<file path="config.mk">
export PLATFORM = sky130hd
export DESIGN_NAME = update_knn9_topk_dist
export DESIGN_NICKNAME = d
export VERILOG_FILES = /design/src/rtl/update_knn9_pkg.sv /design/src/rtl/update_knn9_align_pipe.sv /design/src/rtl/update_knn9_topk_dist.sv
export SDC_FILE = /design/constraint.sdc
export NUM_CORES = 1
export LEC_CHECK = 0
export ABC_AREA = 1
export CAP_MARGIN = 20
export CELL_PAD_IN_SITES_DETAIL_PLACEMENT = 0
export CELL_PAD_IN_SITES_GLOBAL_PLACEMENT = 2
export CORE_MARGIN = 3
export CORE_UTILIZATION = 32
export DETAILED_ROUTE_END_ITERATION = 6
export GPL_TIMING_DRIVEN = 0
export PLACE_DENSITY_LB_ADDON = 0.1
export SETUP_SLACK_MARGIN = 0.05
export SLEW_MARGIN = 20
export SYNTH_ARGS = -nofsm -noshare
export SYNTH_HDL_FRONTEND = slang
export SYNTH_SLANG_ARGS = --single-unit
</file>
<file path="constraint.sdc">
create_clock -name clk -period 3.9 [get_ports clk]
set_input_delay 0.585 -clock clk [delete_from_list [all_inputs] [get_ports clk]]
set_output_delay 0.585 -clock clk [all_outputs]
set_load 0.03 [all_outputs]
</file>
<file path="src/rtl/update_knn9_pkg.sv">
// Shared definitions for the update_knn9 top-K distance stage.
package update_knn9_pkg;

   localparam int DIST_WIDTH_DEF  = 32;
   localparam int LABEL_WIDTH_DEF = 4;

   // Wide all-ones pattern; users cast it down to their own distance width
   // (valid for distance widths up to 64 bits).
   localparam logic [63:0] DIST_INIT = '1;

   typedef enum logic [1:0] {
      IDLE,
      RUN,
      DRAIN,
      DONE
   } state_t;

endpackage

</file>
<file path="src/rtl/update_knn9_align_pipe.sv">
// Valid/label delay line that mirrors the multiplier register stages, so the
// last stage lines up with the product emerging on the multiplier output.
module update_knn9_align_pipe #(
   parameter int LABEL_WIDTH = 4,
   parameter int DEPTH       = 2
) (
   input  logic                   clk,
   input  logic                   i_clear_n,
   input  logic                   i_ce,
   input  logic                   i_vld,
   input  logic [LABEL_WIDTH-1:0] i_label,
   output logic                   o_vld,
   output logic [LABEL_WIDTH-1:0] o_label,
   output logic                   o_anyVld
);

   logic [DEPTH-1:0]       r_vld;
   logic [LABEL_WIDTH-1:0] r_label [DEPTH];

   // Shift {vld, label} one stage per enabled cycle; clear empties every stage.
   always_ff @(posedge clk) begin
      if (!i_clear_n) begin
         r_vld <= '0;
         for (int i = 0; i < DEPTH; i++) begin
            r_label[i] <= '0;
         end
      end else if (i_ce) begin
         r_vld[0]   <= i_vld;
         r_label[0] <= i_label;
         for (int i = 1; i < DEPTH; i++) begin
            r_vld[i]   <= r_vld[i-1];
            r_label[i] <= r_label[i-1];
         end
      end
   end

   assign o_vld    = r_vld[DEPTH-1];
   assign o_label  = r_label[DEPTH-1];
   assign o_anyVld = |r_vld;

endmodule

</file>
<file path="src/rtl/update_knn9_topk_dist.sv">
// Keeps the K smallest multiplier products of a query, with their labels,
// and pulses done once every sample of the query has been considered.
module update_knn9_topk_dist
   import update_knn9_pkg::*;
#(
   parameter int DIST_WIDTH  = DIST_WIDTH_DEF,
   parameter int LABEL_WIDTH = LABEL_WIDTH_DEF,
   parameter int K           = 3,
   parameter int NUM_SAMPLES = 1800,
   parameter int MUL_LATENCY = 2
) (
   input  logic                     clk,
   input  logic                     reset_n,
   input  logic                     ce,
   input  logic                     start,
   input  logic                     in_vld,
   input  logic [LABEL_WIDTH-1:0]   in_label,
   input  logic [DIST_WIDTH-1:0]    din,
   output logic                     busy,
   output logic                     done,
   output logic [15:0]              sample_cnt,
   output logic [K*DIST_WIDTH-1:0]  knn_dist,
   output logic [K*LABEL_WIDTH-1:0] knn_label
);

   localparam logic [DIST_WIDTH-1:0] W_DIST_INIT = DIST_WIDTH'(DIST_INIT);
   localparam logic [15:0]           LAST_COUNT  = 16'(NUM_SAMPLES - 1);

   state_t                 r_state;
   logic                   r_busy;
   logic                   r_done;
   logic [15:0]            r_cnt;
   logic [DIST_WIDTH-1:0]  r_dist  [K];
   logic [LABEL_WIDTH-1:0] r_label [K];

   logic [DIST_WIDTH-1:0]  w_nextDist  [K];
   logic [LABEL_WIDTH-1:0] w_nextLabel [K];

   logic                   w_startAccept;
   logic                   w_pipeClearN;
   logic                   w_loadVld;
   logic                   w_pipeVld;
   logic [LABEL_WIDTH-1:0] w_pipeLabel;
   logic                   w_pipeAny;
   logic                   w_insert;

   // A start only counts while idle; it also flushes anything left in flight.
   assign w_startAccept = start && (r_state == IDLE);
   assign w_pipeClearN  = reset_n && !w_startAccept;
   assign w_loadVld     = in_vld && (r_state == RUN);
   assign w_insert      = ce && w_pipeVld;

   update_knn9_align_pipe #(
      .LABEL_WIDTH (LABEL_WIDTH),
      .DEPTH       (MUL_LATENCY)
   ) u_alignPipe (
      .clk       (clk),
      .i_clear_n (w_pipeClearN),
      .i_ce      (ce),
      .i_vld     (w_loadVld),
      .i_label   (in_label),
      .o_vld     (w_pipeVld),
      .o_label   (w_pipeLabel),
      .o_anyVld  (w_pipeAny)
   );

   // Sorted insertion: each slot either shifts down from above, takes the new
   // product, or holds; ties leave the older entry at the lower index.
   always_comb begin
      for (int i = 0; i < K; i++) begin
         w_nextDist[i]  = r_dist[i];
         w_nextLabel[i] = r_label[i];
      end
      if (din < r_dist[0]) begin
         w_nextDist[0]  = din;
         w_nextLabel[0] = w_pipeLabel;
      end
      for (int i = 1; i < K; i++) begin
         if (din < r_dist[i-1]) begin
            w_nextDist[i]  = r_dist[i-1];
            w_nextLabel[i] = r_label[i-1];
         end else if (din < r_dist[i]) begin
            w_nextDist[i]  = din;
            w_nextLabel[i] = w_pipeLabel;
         end
      end
   end

   // Result table: cleared by reset or an accepted start, updated per aligned product.
   always_ff @(posedge clk) begin
      if (!reset_n || w_startAccept) begin
         for (int i = 0; i < K; i++) begin
            r_dist[i]  <= W_DIST_INIT;
            r_label[i] <= '0;
         end
      end else if (w_insert) begin
         for (int i = 0; i < K; i++) begin
            r_dist[i]  <= w_nextDist[i];
            r_label[i] <= w_nextLabel[i];
         end
      end
   end

   // Query sequencer with registered busy/done and the issued-sample counter.
   always_ff @(posedge clk) begin
      if (!reset_n) begin
         r_state <= IDLE;
         r_busy  <= 1'b0;
         r_done  <= 1'b0;
         r_cnt   <= '0;
      end else begin
         r_done <= 1'b0;
         case (r_state)
            IDLE: begin
               if (start) begin
                  r_cnt   <= '0;
                  r_busy  <= 1'b1;
                  r_state <= RUN;
               end
            end
            RUN: begin
               if (ce && in_vld) begin
                  r_cnt <= r_cnt + 16'd1;
                  if (r_cnt == LAST_COUNT) begin
                     r_state <= DRAIN;
                  end
               end
            end
            DRAIN: begin
               if (ce && !w_pipeAny) begin
                  r_busy  <= 1'b0;
                  r_done  <= 1'b1;
                  r_state <= DONE;
               end
            end
            DONE: begin
               r_state <= IDLE;
            end
            default: begin
               r_busy  <= 1'b0;
               r_state <= IDLE;
            end
         endcase
      end
   end

   assign busy       = r_busy;
   assign done       = r_done;
   assign sample_cnt = r_cnt;

   for (genvar g = 0; g < K; g++) begin : g_pack
      assign knn_dist[g*DIST_WIDTH +: DIST_WIDTH]    = r_dist[g];
      assign knn_label[g*LABEL_WIDTH +: LABEL_WIDTH] = r_label[g];
   end

endmodule

</file>
* After elaboration in Yosys (flattened, before gate mapping)
Memory sizes are Yosys's and may differ from the RTL's.
Index checks and enable logic that the tools add are counted.
** Storage, ports and cells
- Memories :: 3
- Register bits after elaboration :: 22
- Logic and storage cells :: 85
- Memory bits (read-only) :: 0
- Input bits :: 41
- Latch bits :: 0
- Bits in writable memories :: 116
** Operators by class
- Eq/ne operators :: 8
- Multiplexer cells :: 39
- Div/mod/pow operators :: 0
- Bitwise logic cells :: 8
- Reduce and logical (&&, ||, !) cells :: 18
- Multiply operators :: 0
- Order comparisons :: 3
- Shifts and indexed selects :: 0
- Add/sub/neg operators :: 1
** Memory list
- r_dist :: depth 3, width 32, read ports 3, clocked after memory_dff 0, wr ports 3, line update_knn9_topk_dist.sv:33 : logic [DIST_WIDTH-1:0] r_dist [K];
- r_label :: depth 3, width 4, read ports 3, clocked after memory_dff 0, wr ports 3, line update_knn9_topk_dist.sv:34 : logic [LABEL_WIDTH-1:0] r_label [K];
- u_alignPipe.r_label :: depth 2, width 4, read ports 2, clocked after memory_dff 0, wr ports 2, line update_knn9_align_pipe.sv:18 : logic [LABEL_WIDTH-1:0] r_label [DEPTH];
** Operators with widths (count)
- $mux W32 :: 8
- $lt A32 B32 Y1 :: 3
- $mux W4 :: 10
- $mux W16 :: 2
- $pmux W16 S2 :: 1
- $add A16 B1 Y16 const B :: 1
- $eq A16 B11 Y1 const B :: 1
- $mux W1 :: 12
- $mux W2 :: 4
- $or A1 B1 Y1 :: 8
- $pmux W2 S4 :: 1
- $logic_and A1 B1 Y1 :: 6
- $reduce_and A3 Y1 :: 2
- $eq A2 B2 Y1 const B :: 2
- $ne A2 B1 Y1 const B :: 2
- $ne A2 B2 Y1 const B :: 2
- $reduce_and A4 Y1 :: 1
- $reduce_bool A2 Y1 :: 2
- $logic_not A1 Y1 :: 3
- $eq A2 B1 Y1 const B :: 1
- $logic_not A2 Y1 :: 1
- $pmux W1 S2 :: 1
- $reduce_and A2 Y1 :: 1
- $reduce_or A2 Y1 :: 1
- $logic_or A1 B1 Y1 :: 1

* Longest topological paths before layout
- Word-level depth :: 7
- Mapped depth :: 16
- Mapped depth without buffers :: 15

* By module
From an unflattened synthesis, not the netlist that was laid out.
** Unflattened totals
- Cell total of the unflattened synthesis :: 917
- Area, all modules :: 8296.7 um^2
** Modules (own cells, without submodules)
- update_knn9_topk_dist :: seq. area each 3643.5 um^2, cells an instance 877, instances 1, area each 7878.8 um^2
- update_knn9_align_pipe :: seq. area each 280.3 um^2, cells an instance 40, instances 1, area each 417.9 um^2

* Worst setup path after synthesis
OpenSTA, ideal clock, no wires.
- Path kind :: register to register
- Start point :: mem r_dist[0][23] (netlist bit)
- End point :: mem r_dist[0][32] (netlist bit), enable pin
- Clock period less this slack :: 3.170 ns
- Stages on the path, launching flop included :: 10
- Data arrival time :: 2.572 ns
- Setup time :: 0.598 ns
- Slack :: 0.730 ns
- Cell sequence :: edfxtp_1 -> inv_1 -> ha_1 -> nand3_1 -> nor4_2 -> nand2_2 -> nand3_2 -> buf_6 -> buf_6 -> nand3_1
** RTL lines (line)
- from (decl) :: update_knn9_topk_dist.sv:33

==> qor.csv <==
metric,value,unit
run_status,"complete, no violations",
routedWlPerCell,16.65,um
dr.pass1.iters,4,
path_class,in -> reg,
clk-insertion-delay-late,0.42,ns
critPathRequiredTime,3.85,ns
dpl-instance-area,10410,um^2
grt_usage,17.32,%
mappedNetlistArea,8300,um^2
setup_violations,0,
netlist.area_leader.share,41.97,%
die_w,167.1,um
relSlewSlack,47.39,%
yosysUniqueCellTypes,38,
grt_max_degree,37,
post_cts_resized,0,
cts_buffers,17,
start_util,32.77,%
yosysMostFrequentCell,nand2_1,
cts_tree,yes,
tightest_slew,0.7840,ns
synth.area.top_cells,"edfxtp_1 42%, ha_1 15%, nand2_1 8.4%",
synth_common_cells,"186 x nand2_1, 157 x inv_1, 116 x edfxtp_1",
grt_pass1_vias,6862,
cts_root_buffer,clkbuf_16,
dp_hpwl,17850,um
diodes,0,
power_frac_comb,17.0,%
drive_gt1_share,10.72,%
skew,0.01277,ns
min_period,3.369,ns
drtAntennaViolNets,0,
synth-edff-count,116,
pin_count,167,
fp-row-count,58,
core-area,25330,um^2
hold_viol,0,
yosysSeqAreaShare,47.27,%
intPower,0.003177,W
cts.reportedPaths.clkPinSlew,0.07,ns
clock.fmax,0.2968,GHz
ys_warn_count,0,
drc,0,
antenna_found_initial,1,
wirelength,23830,um
avgSynthCellArea,9.192,um^2
cts_setup_buffers,0,
cellPowerDensity,396.0,nW/um^2
p_seq_share,40.0,%
clock_sinks,138,
clockPowerShare,43.0,%
gp_congestion,0.7342,
postCtsHoldBufs,0,
drv_cap,0,
clockBufferDepth,2,
p_sw_share,27.58,%
die_y,167.1,um
whs,0.4819,ns
h-tree-depth,4,
rsz0062_at_grt,no,
drtIter0Drc,305,
leakage,5.583,nW
final_nets,1227,
portBuffers,166,
via_count,6563,
drv_slew,0,
ir_drop,232.0,uV
synth_area_leader_cell,edfxtp_1,
period_share,86.38,%
worst_ep_arrival_time,3.32,ns
crit_fanout,36,
area_delta_synth_final,33.48,%
die_area,27910,um^2
grt_pass1_wl,37780,um
synthArstFlopShare,0,%
holdCritPathClass,reg -> reg,
cp-start-kind,input pin,
cp-end-kind,flop,
synth_cells,903,
routed_via_density,4.586,
grt_overflow,0,
fin_area,11080,um^2
synth_seq_cells,138,
synth_fp_nets,1042,
synth_flop_cell,edfxtp_1,
switchingPower,0.001210,W
-- area by class of cell --
cell class / instances / area (um^2)
Buffer: 18 / 130.1
Timing Repair Buffer: 166 / 1662
Tap cell: 330 / 412.9
Clock inverter: 12 / 235.2
Multi-Input combinational cell: 586 / 3672
Sequential cell: 138 / 3924
Clock buffer: 20 / 436.7
Fill cell: 2527 / 14250
Inverter: 161 / 606.8
-- power by group through the flow --
stage | Clock (W) | Combinational, W | Sequential [W]
detailed placement | 0 | 0.000761 | 0.00179
finish | 0.00189 | 0.000744 | 0.00176
floorplan | 0 | 0.000384 | 0.00186
global placement | 0 | 0.000750 | 0.00181
global route | 0.00199 | 0.000836 | 0.00177
CTS | 0.00193 | 0.000763 | 0.00176
-- worst paths after layout --
check	from	end	slack (ns)	cells after the start
min reg2reg	busy	busy	0.48	2
max reg2reg	r_dist[0][27]	r_dist[0][48]	0.84	11
min	busy	busy	0.48	2
max	din[27]	r_dist[0][48]	0.53	11
-- routing by layer --
metal	share of wire, %	GRT usage [%]	routed length [um]
met5	0.071	0	17
met4	1.4	4.842	343
met3	4.9	3.703	1171
met2	47	29.05	11160
met1	47	22.66	11140
-- cells in the final DEF (no fill, tap or decap), drive strengths merged, types with 2 or more instances in the layout --
cell | synthesis | layout
o21ai | 78 | 78
nand2 | 201 | 201
a211oi | 3 | 3
o211ai | 2 | 2
a21oi | 56 | 56
clkdlybuf4s50 | 0 | 166
ha | 98 | 98
or2 | 31 | 31
buf | 13 | 13
xor2 | 6 | 6
nand4 | 11 | 11
inv | 161 | 165
nor2 | 47 | 47
nor4 | 2 | 2
nand3 | 21 | 21
bufinv | 0 | 6
nand3b | 11 | 11
nor3 | 14 | 14
clkinv | 0 | 2
dfxtp | 22 | 22
clkbuf | 5 | 25
edfxtp | 116 | 116
-- cells by family (layout without fill, tap and decap cells) --
group,after synthesis,count (layout),share of synthesized area [%]
flip-flops,138,138,47.27
AND/OR/NAND/NOR,339,339,18.74
AO/OA/AOI/OAI,142,142,9.602
XOR/XNOR,7,7,0.7386
buffers and inverters,179,377,8.879
adder cells (fa/ha/maj),98,98,14.77
-- through the flow --
stage / setup WS [ns] / cells / utilization [%] / total power, W / setup TNS (ns)
after global routing: 0.3403 / 1431 / 43.75 / 0.004590 / 0
after global placement: -1.479 / 1399 / 40.96 / 0.002557 / -130.18
after CTS: 0.4760 / 1431 / 43.75 / 0.004451 / 0
final: 0.5312 / 1431 / 43.75 / 0.004387 / 0
after detailed placement: 0.03488 / 1399 / 41.09 / 0.002550 / 0
after floorplan: 0.7303 / 903 / - / 0.002247 / 0
-- worst max-delay path, stage by stage --
cell,delay (ns)
clkdlybuf4s50_1,0.50
ha_1,0.34
nand2_1,0.07
nor2_1,0.20
nand2_1,0.13
nor4_2,0.26
nand2_2,0.21
nand3_2,0.12
buf_6,0.16
buf_6,0.19
nand3_4,0.53
-- registers in the layout, indices dropped and copies added, names as in the netlist --
name,flops
u_alignPipe.r_vld,2
r_state,2
u_alignPipe.r_label,8
busy,1
done,1
sample_cnt,16
r_label,12
r_dist,96
No activity file was read; power rests on OpenSTA's default activity.
